**config.mk**
```make
export PLATFORM = sky130hd
export DESIGN_NAME = fourth_phase_d
export DESIGN_NICKNAME = d
export VERILOG_FILES = /design/src/rtl/fourth_phase_d.sv
export SDC_FILE = /design/constraint.sdc
export NUM_CORES = 1
export LEC_CHECK = 0
export CAP_MARGIN = 5
export CORE_MARGIN = 5
export CORE_UTILIZATION = 59
export DETAILED_ROUTE_END_ITERATION = 10
export GPL_ROUTABILITY_DRIVEN = 0
export PLACE_DENSITY = 0.8
export SLEW_MARGIN = 20
export SYNTH_ARGS = -nofsm -noshare
export SYNTH_HDL_FRONTEND = slang
export SYNTH_SLANG_ARGS = --single-unit
```
**constraint.sdc**
```tcl
create_clock -name clk -period 19.5 [get_ports clk]
set_input_delay 2.925 -clock clk [delete_from_list [all_inputs] [get_ports clk]]
set_output_delay 2.925 -clock clk [all_outputs]
set_load 0.005 [all_outputs]
```
**src/rtl/fourth_phase_d.sv**
```systemverilog
// Radix-2 restoring significand divider: Q = floor(X*2^(W_Sgf+1)/Y) plus sticky.
// Latency W_Sgf+2 iterations after the load edge; start is ignored while busy (no queueing).
module fourth_phase_d #(
    parameter int W_Sgf = 53
) (
    input  logic             clk,
    input  logic             rst,
    input  logic             start,
    input  logic [W_Sgf:0]   Sgf_X,
    input  logic [W_Sgf:0]   Sgf_Y,
    output logic [W_Sgf+1:0] Q_Sgf,
    output logic             sticky,
    output logic             busy,
    output logic             done,
    output logic             div_zero,
    output logic             ovf
);

    localparam int RW = W_Sgf + 2;
    localparam int CW = $clog2(W_Sgf + 2);
    localparam logic [CW-1:0] CNT_INIT = CW'(W_Sgf + 1);

    typedef enum logic [1:0] {
        IDLE = 2'd0,
        ITER = 2'd1,
        DONE = 2'd2
    } state_t;

    state_t          state_q, state_d;
    logic [W_Sgf:0]  y_q, y_d;
    logic [RW-1:0]   r_q, r_d;
    logic [RW-1:0]   quo_q, quo_d;
    logic [CW-1:0]   cnt_q, cnt_d;
    logic [RW-1:0]   q_sgf_q, q_sgf_d;
    logic            sticky_q, sticky_d;
    logic            div_zero_q, div_zero_d;
    logic            ovf_q, ovf_d;

    logic [RW-1:0]   y_ext;
    logic [RW-1:0]   diff;
    logic            q_bit;

    always_comb begin
        state_d    = state_q;
        y_d        = y_q;
        r_d        = r_q;
        quo_d      = quo_q;
        cnt_d      = cnt_q;
        q_sgf_d    = q_sgf_q;
        sticky_d   = sticky_q;
        div_zero_d = div_zero_q;
        ovf_d      = ovf_q;

        y_ext = {1'b0, y_q};
        q_bit = (r_q >= y_ext);
        diff  = q_bit ? (r_q - y_ext) : r_q;

        case (state_q)
            IDLE: begin
                if (start) begin
                    y_d        = Sgf_Y;
                    div_zero_d = 1'b0;
                    ovf_d      = 1'b0;
                    sticky_d   = 1'b0;
                    if (Sgf_Y == '0) begin
                        q_sgf_d    = '1;
                        div_zero_d = 1'b1;
                        state_d    = DONE;
                    end else if ({1'b0, Sgf_X} >= {Sgf_Y, 1'b0}) begin
                        q_sgf_d = '1;
                        ovf_d   = 1'b1;
                        state_d = DONE;
                    end else begin
                        // The dividend lives in the partial remainder from here on.
                        r_d     = {1'b0, Sgf_X};
                        quo_d   = '0;
                        cnt_d   = CNT_INIT;
                        state_d = ITER;
                    end
                end
            end
            ITER: begin
                // diff < Y here, so dropping its MSB on the shift loses nothing.
                r_d   = {diff[RW-2:0], 1'b0};
                quo_d = {quo_q[RW-2:0], q_bit};
                if (cnt_q == '0) begin
                    q_sgf_d  = {quo_q[RW-2:0], q_bit};
                    sticky_d = |diff;
                    state_d  = DONE;
                end else begin
                    cnt_d = cnt_q - CW'(1);
                end
            end
            DONE: begin
                state_d = IDLE;
            end
            default: begin
                state_d = IDLE;
            end
        endcase
    end

    always_ff @(posedge clk or posedge rst) begin
        if (rst) begin
            state_q    <= IDLE;
            y_q        <= '0;
            r_q        <= '0;
            quo_q      <= '0;
            cnt_q      <= '0;
            q_sgf_q    <= '0;
            sticky_q   <= 1'b0;
            div_zero_q <= 1'b0;
            ovf_q      <= 1'b0;
        end else begin
            state_q    <= state_d;
            y_q        <= y_d;
            r_q        <= r_d;
            quo_q      <= quo_d;
            cnt_q      <= cnt_d;
            q_sgf_q    <= q_sgf_d;
            sticky_q   <= sticky_d;
            div_zero_q <= div_zero_d;
            ovf_q      <= ovf_d;
        end
    end

    assign Q_Sgf    = q_sgf_q;
    assign sticky   = sticky_q;
    assign div_zero = div_zero_q;
    assign ovf      = ovf_q;
    assign busy     = (state_q != IDLE);
    assign done     = (state_q == DONE);

endmodule

```
==> results of run 1 <==
## cell usage in the layout, fill, tap and decap left out, types with 6 or more instances in the layout
master                            instances
sky130_fd_sc_hd__dfrtp_1                229
sky130_fd_sc_hd__nand2_1                201
sky130_fd_sc_hd__inv_1                  187
sky130_fd_sc_hd__clkdlybuf4s50_1        170
sky130_fd_sc_hd__nor2_1                 156
sky130_fd_sc_hd__o21ai_0                115
sky130_fd_sc_hd__ha_1                   109
sky130_fd_sc_hd__a21oi_1                 97
sky130_fd_sc_hd__mux2i_1                 75
sky130_fd_sc_hd__a22o_1                  54
sky130_fd_sc_hd__a21o_1                  47
sky130_fd_sc_hd__mux2_2                  46
sky130_fd_sc_hd__nand4_1                 41
sky130_fd_sc_hd__a31oi_1                 37
sky130_fd_sc_hd__nor4_1                  31
sky130_fd_sc_hd__clkbuf_16               25
sky130_fd_sc_hd__xnor2_1                 22
sky130_fd_sc_hd__xor2_1                  20
sky130_fd_sc_hd__nor3_1                  19
sky130_fd_sc_hd__nand3_1                 18
sky130_fd_sc_hd__o21a_1                  17
sky130_fd_sc_hd__buf_4                   11
sky130_fd_sc_hd__nand2b_1                10
sky130_fd_sc_hd__or3_1                   10
sky130_fd_sc_hd__o211ai_1                 9
sky130_fd_sc_hd__or4_1                    9
sky130_fd_sc_hd__o31ai_1                  9
sky130_fd_sc_hd__and3_1                   8
sky130_fd_sc_hd__o21bai_1                 8
sky130_fd_sc_hd__a211oi_1                 7
sky130_fd_sc_hd__a21boi_0                 6
## how the worst min path moves through the flow
stage                         start                    to
2_1_floorplan  cnt_q[0]$_DFFE_PP0P_  cnt_q[0]$_DFFE_PP0P_
3_3_place_gp   cnt_q[0]$_DFFE_PP0P_  cnt_q[0]$_DFFE_PP0P_
3_5_place_dp   div_zero$_DFFE_PP0P_  div_zero$_DFFE_PP0P_
4_1_cts        div_zero$_DFFE_PP0P_  div_zero$_DFFE_PP0P_
5_1_grt        cnt_q[0]$_DFFE_PP0P_  cnt_q[0]$_DFFE_PP0P_
6_report       div_zero$_DFFE_PP0P_  div_zero$_DFFE_PP0P_
## flip-flops by register name (all words and copies together) (netlist names)
register	count
Q_Sgf	55
r_q	55
quo_q	54
y_q	54
cnt_q	6
state_q	2
div_zero	1
ovf	1
sticky	1
## worst reg2reg max path, cell delays in order (launching register included)
cell,delay (ns)
sky130_fd_sc_hd__dfrtp_1,0.47
sky130_fd_sc_hd__ha_1,0.47
sky130_fd_sc_hd__nand4_1,0.31
sky130_fd_sc_hd__or4_1,0.61
sky130_fd_sc_hd__a2111o_1,0.37
sky130_fd_sc_hd__and2_4,0.22
sky130_fd_sc_hd__o221a_2,0.52
sky130_fd_sc_hd__buf_4,0.38
sky130_fd_sc_hd__or4_1,0.57
sky130_fd_sc_hd__o32ai_1,0.36
sky130_fd_sc_hd__a32oi_1,0.17
## metal layers
metal | vias to the layer above | share of wire [%] | GRT usage, %
met5 | - | 0 | 0
met1 | 6742 | 42 | 43.91
met2 | 695 | 44 | 47.01
met3 | 128 | 9.9 | 6.215
li1 | 6466 | - | -
met4 | 0 | 3.9 | 10.95
## cell usage after synthesis, drive strengths merged, types with 24 or more instances
library cell    n
a22o           54
inv           188
dfrtp         229
ha            109
nand2         202
nand4          41
o21ai         119
a21o           47
a31oi          37
nor2          156
mux2           46
mux2i          75
buf            24
clkbuf         67
a21oi          97
nor4           31
## kinds of logic after synthesis
group | synth area share [%]
XOR/XNOR | 2.409
flip-flops | 37.52
AND/OR/NAND/NOR | 15.89
AO/OA/AOI/OAI | 19.71
multiplexers | 8.307
adder cells (fa/ha/maj) | 9.061
buffers and inverters | 7.103
## per-stage QoR
stage          utilization [%]  worst slack (ns)  area [µm²]  std cells  hold WS (ns)
6_report                 71.00             12.23       17980       2231        0.4856
5_1_grt                  71.00             12.04       17980       2231        0.5052
4_1_cts                  70.89             12.37       17950       2230        0.4939
3_5_place_dp             67.70             11.81       17150       2188        0.4809
3_3_place_gp             67.70             11.83       17150       2188        0.4621
2_1_floorplan                -             10.30       15270       1768        0.4510
## final cells by class
| cell class | count | share of cell area (%) |
|---|---|---|
| multi-input cells | 1260 | 47.30 |
| flip-flops and latches | 229 | 31.87 |
| repair buffers | 182 | 10.08 |
| inverters | 188 | 3.966 |
| clock buffers | 31 | 3.660 |
| well taps | 330 | 2.296 |
| clock inverters | 11 | 0.8350 |
==> impl_summary.txt, run 1 <==
----------------------------------------------------
[Status]
  Result of the run ... finished clean

[Cells and area]
  Share of cells above drive strength 1 ... 6.312%
  Synth-to-Final Area Change ... 17.75%
  Net count, final ... 2107
  Reg area ... between 5000 and 6000 µm²
  Number of fillers in the final layout ... around 1900
  Area used by multi-input combinational logic ... ~8500 µm²
  Number of antenna repair diodes ... 0

[STA]
  Upper clock frequency limit ... about 0.14 GHz
  Hold Fails Final Rpt ... 0
  Setup repair after global routing missed its margin ... no
  Worst slew margin relative to its limit ... roughly a fifth
  Summed negative setup slack over all endpoints ... 0 ns
  Count of endpoints failing setup in the final report ... 0
  Post-layout min period ... 7.270 ns
  Final Max Slew Viols ... 0
  Least-Margin Pin Slew ... 1.189 ns
  Post-Route Skew ... 0.03279 ns
  Final critical-path share of the clock period ... a little under two fifths

[Logic synthesis]
  Cell type with the highest aggregate area in the netlist ... sky130_fd_sc_hd__dfrtp_1
  Synthesized net count ... 1989
  Share of the synthesized area in the top cell type ... a little under two fifths
  Count of different cell masters after synthesis ... 73
  Sequential area share after synthesis ... 37.52%
  Largest cells by area after synthesis ... sky130_fd_sc_hd__dfrtp_1, sky130_fd_sc_hd__ha_1, sky130_fd_sc_hd__nand2_1
  Mean post-synth cell area ... between 8 and 9 µm²
  Number of flops mapped to enable cells by yosys ... 0
  Number of storage elements in the synthesis netlist ... 229
  Yosys warning total ... 0
  Proportion of synthesized flip-flops having asynchronous set or reset ... 100.0%
  Ys flop type ... sky130_fd_sc_hd__dfrtp_1
  Number of standard cells after synthesis ... ~1800
  Cell area after synthesis ... approximately 15000 µm²

[Setup path]
  Endpoint class of the critical path ... flop
  List of cells traversed by the critical path ... clkdlybuf4s50_1, inv_1, ha_1, nand4_1, nor4_1, inv_1, or4_1, nor4_1, nor3_1, o211ai_1, o21ai_0, a21o_1, a41oi_4, buf_4, mux2_2
  Stages on worst setup path ... 15
  Crit path launch type ... input pin
  Last element of the critical path ... r_q[41]$_DFFE_PP0P_
  WP data arrival ... about 7.7 ns
  Reg2reg setup slack ... 14.90 ns
  Worst Setup Path Type ... input pin to flop
  Number of cell instances on the worst register-to-register path ... 10
  Biggest fanout along the worst timing path ... 60
  Endpoint of the worst register-to-register path ... sticky$_DFFE_PP0P_
  Master of the slowest instance on the critical path ... sky130_fd_sc_hd__buf_4
  Total buffers and inverters traversed by the critical path ... 4
  Worst R2R Start ... r_q[28]$_DFFE_PP0P_
  Kind of cell adding the most delay to the critical path ... buffers and inverters
  Launch point of the critical path ... Sgf_Y[43]
  Critical path data required time ... approximately 20 ns
  Max stage delay on crit path ... about 0.7 ns

[Floorplan]
  Boundary pin count ... roughly 170
  Initial core utilization ... approximately three fifths
  Overall die area ... just under 30000 µm²
  Floorplan row count ... slightly below 60
  Y dimension of the die ... 170.9 µm
  Die width ... between 150 and 200 µm
  Core outline area ... ~25000 µm²

[Drt]
  Final routed DRC violation total ... 0
  WL per Instance ... ~20 µm
  Vias after detailed routing ... about 14000
  Routed Antenna Nets ... 0
  TritonRoute pass-1 iters ... 6
  Vias per cell ... between 6 and 7
  Count of routing violations after the opening detailed-route iteration ... 1584
  Total Wirelength ... 45810 µm

[GRT]
  First-pass GRT wire length ... approximately 73000 µm
  Gr ovfl total ... 0
  Antenna violations before repair ... 0
  Total global-route track usage ... 30.77%
  Maximum number of pins on one net before global-route repair ... 110
  Via count of the first global-routing pass ... around 14000

[Hold path]
  Path category of the worst min-delay check ... flop to flop
  Number of cells on the worst hold path ... 2

[Clock tree]
  Number of clock buffers inserted by TritonCTS ... 25
  Maximum clock path buffer count ... 3
  Clock slew at the register clock pins of the worst setup and hold paths ... ~0.060 ns
  Post-cts hold buffer count ... 0
  H-Tree Level Count ... 1
  Sinks on the clock net ... roughly 230
  CTS tree ... yes
  Clock Tree Root ... sky130_fd_sc_hd__clkbuf_16
  Source-to-sink clock delay at the later pin of the worst-skew pair ... 0.56 ns
  Number of post-CTS setup repair buffers ... 0
  Post-cts sizing count ... 0

[Placed design]
  DP Wirelength ... between 30000 and 40000 µm
  Port Buffers ... between 150 and 200

[Run]
  Max Cap Violations ... 0

----------------------------------------------------
Power of run 1 is not shown: default switching activity piles up to over one toggle a cycle in this logic, so the estimate is an artifact.
==> inputs of run 2 (changes only) <==
--- a/config.mk
+++ b/config.mk
@@ -7,10 +7,10 @@
 export LEC_CHECK = 0
 export CAP_MARGIN = 5
 export CORE_MARGIN = 5
-export CORE_UTILIZATION = 59
+export CORE_UTILIZATION = 52
 export DETAILED_ROUTE_END_ITERATION = 10
 export GPL_ROUTABILITY_DRIVEN = 0
-export PLACE_DENSITY = 0.8
+export PLACE_DENSITY = 0.75
 export SLEW_MARGIN = 20
 export SYNTH_ARGS = -nofsm -noshare
 export SYNTH_HDL_FRONTEND = slang
==> constraint.sdc (replaced) <==
create_clock -name clk -period 6.05 [get_ports clk]
set_input_delay 0.9075 -clock clk [delete_from_list [all_inputs] [get_ports clk]]
set_output_delay 0.9075 -clock clk [all_outputs]
set_load 0.005 [all_outputs]
==> run 2 against run 1 <==
Worst hold slack worse by 0.014 ns. Non-clock buffer count is 1 lower. Critical path depth stayed put. Die area is 13% higher. First-iteration DRC count is 19% lower. Global-route usage is 3.9 points lower. Flip-flop and latch count stayed put. Via count is 2.5% lower. Count of clock-buffer cells in the layout stayed put. Routed wire length is 1.1% lower. Critical path type unchanged. Critical endpoint is now r_q[44]$_DFFE_PP0P_. Largest cell class unchanged.
==> impl_summary.txt, run 2 (synthesis results as in run 1) <==
----------------------------------------------------
[Status]
  Result of the run ... finished clean

[Drt]
  Final routed DRC violation total ... 0
  Vias per cell ... about 6
  Vias after detailed routing ... 13686
  WL per Instance ... slightly below 20 µm
  Total Wirelength ... 45290 µm
  TritonRoute pass-1 iters ... 6
  Routed Antenna Nets ... 0
  Count of routing violations after the opening detailed-route iteration ... approximately 1300

[STA]
  Final Max Slew Viols ... 0
  Setup repair after global routing missed its margin ... no
  Fin Hold WS ... ~0.47 ns
  Post-Route Skew ... around 0.024 ns
  Hold Fails Final Rpt ... 0
  Post-layout min period ... approximately 5.2 ns
  Summed negative setup slack over all endpoints ... 0 ns
  Final critical-path share of the clock period ... between 80% and 90%
  Upper clock frequency limit ... 0.1913 GHz
  Count of endpoints failing setup in the final report ... 0
  Least-Margin Pin Slew ... ~1.0 ns
  Worst slew margin relative to its limit ... a little over 30%

[GRT]
  Gr ovfl total ... 0
  First-pass GRT wire length ... around 73000 µm
  Via count of the first global-routing pass ... ~13000
  Maximum number of pins on one net before global-route repair ... about 130
  Antenna violations before repair ... 0
  Total global-route track usage ... between 20% and 30%

[Cells and area]
  Leading cell types in the layout, fill and taps excluded ... sky130_fd_sc_hd__dfrtp_1, sky130_fd_sc_hd__nand2_1, sky130_fd_sc_hd__inv_1
  Reg area ... about 5700 µm²
  Area used by multi-input combinational logic ... ~8500 µm²
  Number of fillers in the final layout ... ~2500
  Most common library cell in the layout ignoring fill and taps ... sky130_fd_sc_hd__dfrtp_1
  Final design utilization ... 62.82%
  Synth-to-Final Area Change ... 18.70%
  Share of cells above drive strength 1 ... 6.513%
  Post-route cell area ... approximately 18000 µm²
  Net count, final ... between 2000 and 2500

[Setup path]
  Worst Setup Path Type ... input pin to flop
  Biggest fanout along the worst timing path ... about 110
  Master of the slowest instance on the critical path ... sky130_fd_sc_hd__clkdlybuf4s50_1
  Endpoint of the worst register-to-register path ... sticky$_DFFE_PP0P_
  Total buffers and inverters traversed by the critical path ... 4
  Kind of cell adding the most delay to the critical path ... simple AND/OR/NAND/NOR gates
  Critical path data required time ... about 6.5 ns
  Worst R2R Start ... r_q[0]$_DFFE_PP0P_
  Reg2reg setup slack ... about 1.6 ns
  Crit path launch type ... input pin
  Number of cell instances on the worst register-to-register path ... 13
  Endpoint class of the critical path ... flop
  WP data arrival ... 5.65 ns
  Max stage delay on crit path ... about 0.7 ns
  Last element of the critical path ... r_q[44]$_DFFE_PP0P_
  List of cells traversed by the critical path ... clkdlybuf4s50_1, inv_1, ha_1, nand4_1, nor4_1, inv_1, or4_1, nor4_1, nor3_1, o211ai_1, o21ai_0, a21o_1, a41oi_4, buf_12, mux2_2
  Stages on worst setup path ... 15
  Launch point of the critical path ... Sgf_Y[43]

[Floorplan]
  Floorplan row count ... 62
  Initial core utilization ... approximately 53%
  Core outline area ... between 20000 and 30000 µm²
  Overall die area ... ~33000 µm²
  Die width ... around 180 µm
  Boundary pin count ... around 170
  Y dimension of the die ... 181.4 µm

[Placed design]
  DP Wirelength ... ~34000 µm
  Port Buffers ... 170
  Standard cell area after detailed placement ... 17250 µm²

[Clock tree]
  CTS tree ... yes
  Sinks on the clock net ... 229
  Clock slew at the register clock pins of the worst setup and hold paths ... 0.06 ns
  H-Tree Level Count ... 1
  Post-cts hold buffer count ... 0
  Source-to-sink clock delay at the later pin of the worst-skew pair ... approximately 0.55 ns
  Post-cts sizing count ... 0
  Maximum clock path buffer count ... 3
  Number of clock buffers inserted by TritonCTS ... 26
  Clock Tree Root ... sky130_fd_sc_hd__clkbuf_16
  Number of post-CTS setup repair buffers ... 0

[Run]
  Max Cap Violations ... 0

[Pwr]
  Peak VDD IR ... between 300 and 400 µV
  Cell leakage power ... between 8 and 9 nW
  Pwr dens ... approximately 700 nW/µm²

[Hold path]
  Path category of the worst min-delay check ... flop to flop

----------------------------------------------------
run 2: area by class of cell:
cell class | instances | area share [%]
Clock inverter | 15 | 1.077
Clock buffer | 31 | 3.748
Sequential cell | 229 | 31.61
Timing Repair Buffer | 181 | 10.05
Tap cell | 384 | 2.650
Multi-Input combinational cell | 1260 | 46.92
Antenna cell | 2 | 0.02761
Inverter | 188 | 3.914
run 2: power breakdown:
group	switching, mW	internal (mW)	total [mW]
registers	0.495	2.18	2.68
clock network	0.658	0.974	1.63
logic	5.05	3.30	8.35
total	6.21	6.46	12.7
run 2: layer usage:
metal | vias up | GRT usage [%] | share of wire, %
li1 | 6475 | - | -
met1 | 6468 | 37.19 | 43
met2 | 624 | 40.98 | 43
met3 | 119 | 6.102 | 9.1
met4 | 0 | 10.75 | 4.4
met5 | - | 0 | 0
run 2: how the worst min path moves through the flow:
stage / slack, ns / cells after the start / endpoint / from
after floorplan: 0.45 / 1 / cnt_q[0]$_DFFE_PP0P_ / cnt_q[0]$_DFFE_PP0P_
after global placement: 0.47 / 1 / cnt_q[0]$_DFFE_PP0P_ / cnt_q[0]$_DFFE_PP0P_
after detailed placement: 0.47 / 1 / cnt_q[0]$_DFFE_PP0P_ / cnt_q[0]$_DFFE_PP0P_
after CTS: 0.47 / 1 / cnt_q[0]$_DFFE_PP0P_ / cnt_q[0]$_DFFE_PP0P_
after global routing: 0.52 / 1 / cnt_q[0]$_DFFE_PP0P_ / cnt_q[0]$_DFFE_PP0P_
final: 0.47 / 1 / cnt_q[0]$_DFFE_PP0P_ / cnt_q[0]$_DFFE_PP0P_
run 2: stage by stage:
| stage | std cells | total power, mW | setup slack [ns] |
|---|---|---|---|
| 2_1_floorplan | 1768 | 8.466 | 2.149 |
| 3_3_place_gp | 2242 | 10.63 | 0.5773 |
| 3_5_place_dp | 2242 | 10.79 | 0.4680 |
| 4_1_cts | 2288 | 12.49 | 0.9879 |
| 5_1_grt | 2288 | 13.59 | 0.5492 |
| 6_report | 2290 | 12.66 | 0.8223 |
Power figures use the tool's default switching activity.
==> inputs of run 3 (changes only) <==
--- a/config.mk
+++ b/config.mk
@@ -6,7 +6,6 @@
 export NUM_CORES = 1
 export LEC_CHECK = 0
 export CAP_MARGIN = 5
-export CORE_MARGIN = 5
 export CORE_UTILIZATION = 52
 export DETAILED_ROUTE_END_ITERATION = 10
 export GPL_ROUTABILITY_DRIVEN = 0
==> run 3 against run 2 <==
Flip-flop and latch count is the same. Core utilization increased by 0.17 points. Non-clock buffer count is 4 higher. Worst hold slack better by 0.015 ns. Global-route usage is 3.2 points higher. Highest routed layer unchanged. Critical path depth did not move. Via count is 0.68% higher. Clock skew grew 0.0012 ns. Worst setup slack better by 0.21 ns.
==> impl_summary.txt, run 3 (synthesis results as in run 1) <==
----------------------------------------------------
[Status]
  Result of the run ... finished clean

[Cells and area]
  Most common library cell in the layout ignoring fill and taps ... sky130_fd_sc_hd__dfrtp_1
  Leading cell types in the layout, fill and taps excluded ... sky130_fd_sc_hd__dfrtp_1, sky130_fd_sc_hd__nand2_1, sky130_fd_sc_hd__inv_1
  Number of fillers in the final layout ... around 2400
  Net count, final ... ~2100
  Share of cells above drive strength 1 ... roughly 6.7%
  Synth-to-Final Area Change ... 18.69%

[Setup path]
  Max stage delay on crit path ... 0.73 ns
  Reg2reg setup slack ... ~1.4 ns
  List of cells traversed by the critical path ... clkdlybuf4s50_1, inv_1, ha_1, nand4_1, nor4_1, inv_1, or4_1, nor4_1, nor3_1, o211ai_1, o21ai_0, a21o_1, a41oi_4, buf_4, mux2_2
  Launch point of the critical path ... Sgf_Y[43]
  WP data arrival ... 5.45 ns
  Worst Setup Path Type ... input pin to flop
  Worst R2R Start ... r_q[0]$_DFFE_PP0P_
  Number of cell instances on the worst register-to-register path ... 14
  Master of the slowest instance on the critical path ... sky130_fd_sc_hd__clkdlybuf4s50_1
  Biggest fanout along the worst timing path ... 29
  Critical path data required time ... 6.49 ns
  Crit path launch type ... input pin
  Endpoint of the worst register-to-register path ... sticky$_DFFE_PP0P_
  Endpoint class of the critical path ... flop

[GRT]
  First-pass GRT wire length ... roughly 73000 µm
  Antenna violations before repair ... 2
  Gr ovfl total ... 0
  Via count of the first global-routing pass ... 13562
  Total global-route track usage ... between 30 and 40%
  Maximum number of pins on one net before global-route repair ... 167

[STA]
  Final critical-path share of the clock period ... between 80% and 90%
  Summed negative setup slack over all endpoints ... 0 ns
  Setup repair after global routing missed its margin ... no
  Post-layout min period ... approximately 5 ns
  Post-Route Skew ... ~0.025 ns
  Hold Fails Final Rpt ... 0
  Final Max Slew Viols ... 0
  Least-Margin Pin Slew ... ~0.98 ns
  Setup slack after layout ... roughly 1.0 ns
  Count of endpoints failing setup in the final report ... 0
  Worst slew margin relative to its limit ... 33.99%
  Upper clock frequency limit ... 0.1993 GHz

[Placed design]
  Worst setup slack after placement ... slightly below 0.6 ns
  DP Wirelength ... ~34000 µm
  Port Buffers ... between 150 and 200

[Floorplan]
  Overall die area ... approximately 30000 µm²
  Boundary pin count ... 171
  Die width ... ~170 µm
  Initial core utilization ... between 50% and 60%
  Core outline area ... about 29000 µm²
  Floorplan row count ... between 60 and 70
  Y dimension of the die ... ~170 µm

[Clock tree]
  Number of clock buffers inserted by TritonCTS ... 25
  Post-cts hold buffer count ... 0
  Clock slew at the register clock pins of the worst setup and hold paths ... approximately 0.06 ns
  Maximum clock path buffer count ... 3
  CTS tree ... yes
  Number of post-CTS setup repair buffers ... 0
  H-Tree Level Count ... 1
  Post-cts sizing count ... 0
  Clock Tree Root ... sky130_fd_sc_hd__clkbuf_16
  Sinks on the clock net ... 229
  Source-to-sink clock delay at the later pin of the worst-skew pair ... 0.56 ns

[Drt]
  Vias per cell ... about 6
  Count of routing violations after the opening detailed-route iteration ... roughly 1500
  Total Wirelength ... around 45000 µm
  WL per Instance ... between 15 and 20 µm
  TritonRoute pass-1 iters ... 6
  Final routed DRC violation total ... 0
  Vias after detailed routing ... 13779
  Routed Antenna Nets ... 0

[Hold path]
  Number of cells on the worst hold path ... 2
  Origin of the worst min-delay path ... ovf$_DFFE_PP0P_
  Worst Hold Endpoint ... ovf$_DFFE_PP0P_
  Path category of the worst min-delay check ... flop to flop

[Run]
  Max Cap Violations ... 0

----------------------------------------------------
## run 3: area by class of cell
class | count | area [µm²] | area share (%)
Antenna cell | 1 | 2.502 | 0.01381
Clock buffer | 36 | 737.0 | 4.066
Sequential cell | 229 | 5731 | 31.61
Multi-Input combinational cell | 1260 | 8512 | 46.96
Tap cell | 384 | 480.5 | 2.651
Timing Repair Buffer | 185 | 1839 | 10.15
Inverter | 188 | 709.4 | 3.914
Clock inverter | 9 | 115.1 | 0.6351
## run 3: worst max-delay path by stage
stage,to,slack [ns],depth (start not counted)
floorplan,Q_Sgf[0]$_DFFE_PP0P_,2.15,1
global placement,r_q[29]$_DFFE_PP0P_,0.67,15
detailed placement,r_q[34]$_DFFE_PP0P_,0.59,15
CTS,Q_Sgf[48]$_DFFE_PP0P_,1.13,15
global route,Q_Sgf[48]$_DFFE_PP0P_,0.66,15
finish,r_q[29]$_DFFE_PP0P_,1.03,15
## run 3: stage by stage
stage / hold WS (ns) / utilization [%] / instance area, µm² / std cells
after floorplan: 0.4510 / - / 15280 / 1768
after global placement: 0.4632 / 59.99 / 17270 / 2246
after detailed placement: 0.4762 / 59.99 / 17270 / 2246
after CTS: 0.4902 / 62.95 / 18120 / 2291
after global routing: 0.5152 / 62.97 / 18120 / 2291
final: 0.4872 / 62.98 / 18130 / 2292
## run 3: critical path: cells and delay by family
family,cells,cell delay [ns]
simple gates,5,1.61
buf+inv,4,1.38
compound gates,4,0.82
mux,1,0.39
fa+ha+maj,1,0.30
## run 3: routing by layer
layer | wire [µm] | part of all wire [%] | global-route usage, % | up-vias
met2 | 20010 | 44 | 46.72 | 623
met4 | 1580 | 3.5 | 10.91 | 0
met3 | 4060 | 9.0 | 7.018 | 97
met1 | 19410 | 43 | 40.77 | 6571
li1 | - | - | - | 6488
met5 | 0 | 0 | 0 | -
Power of run 3 is left out for the same reason.
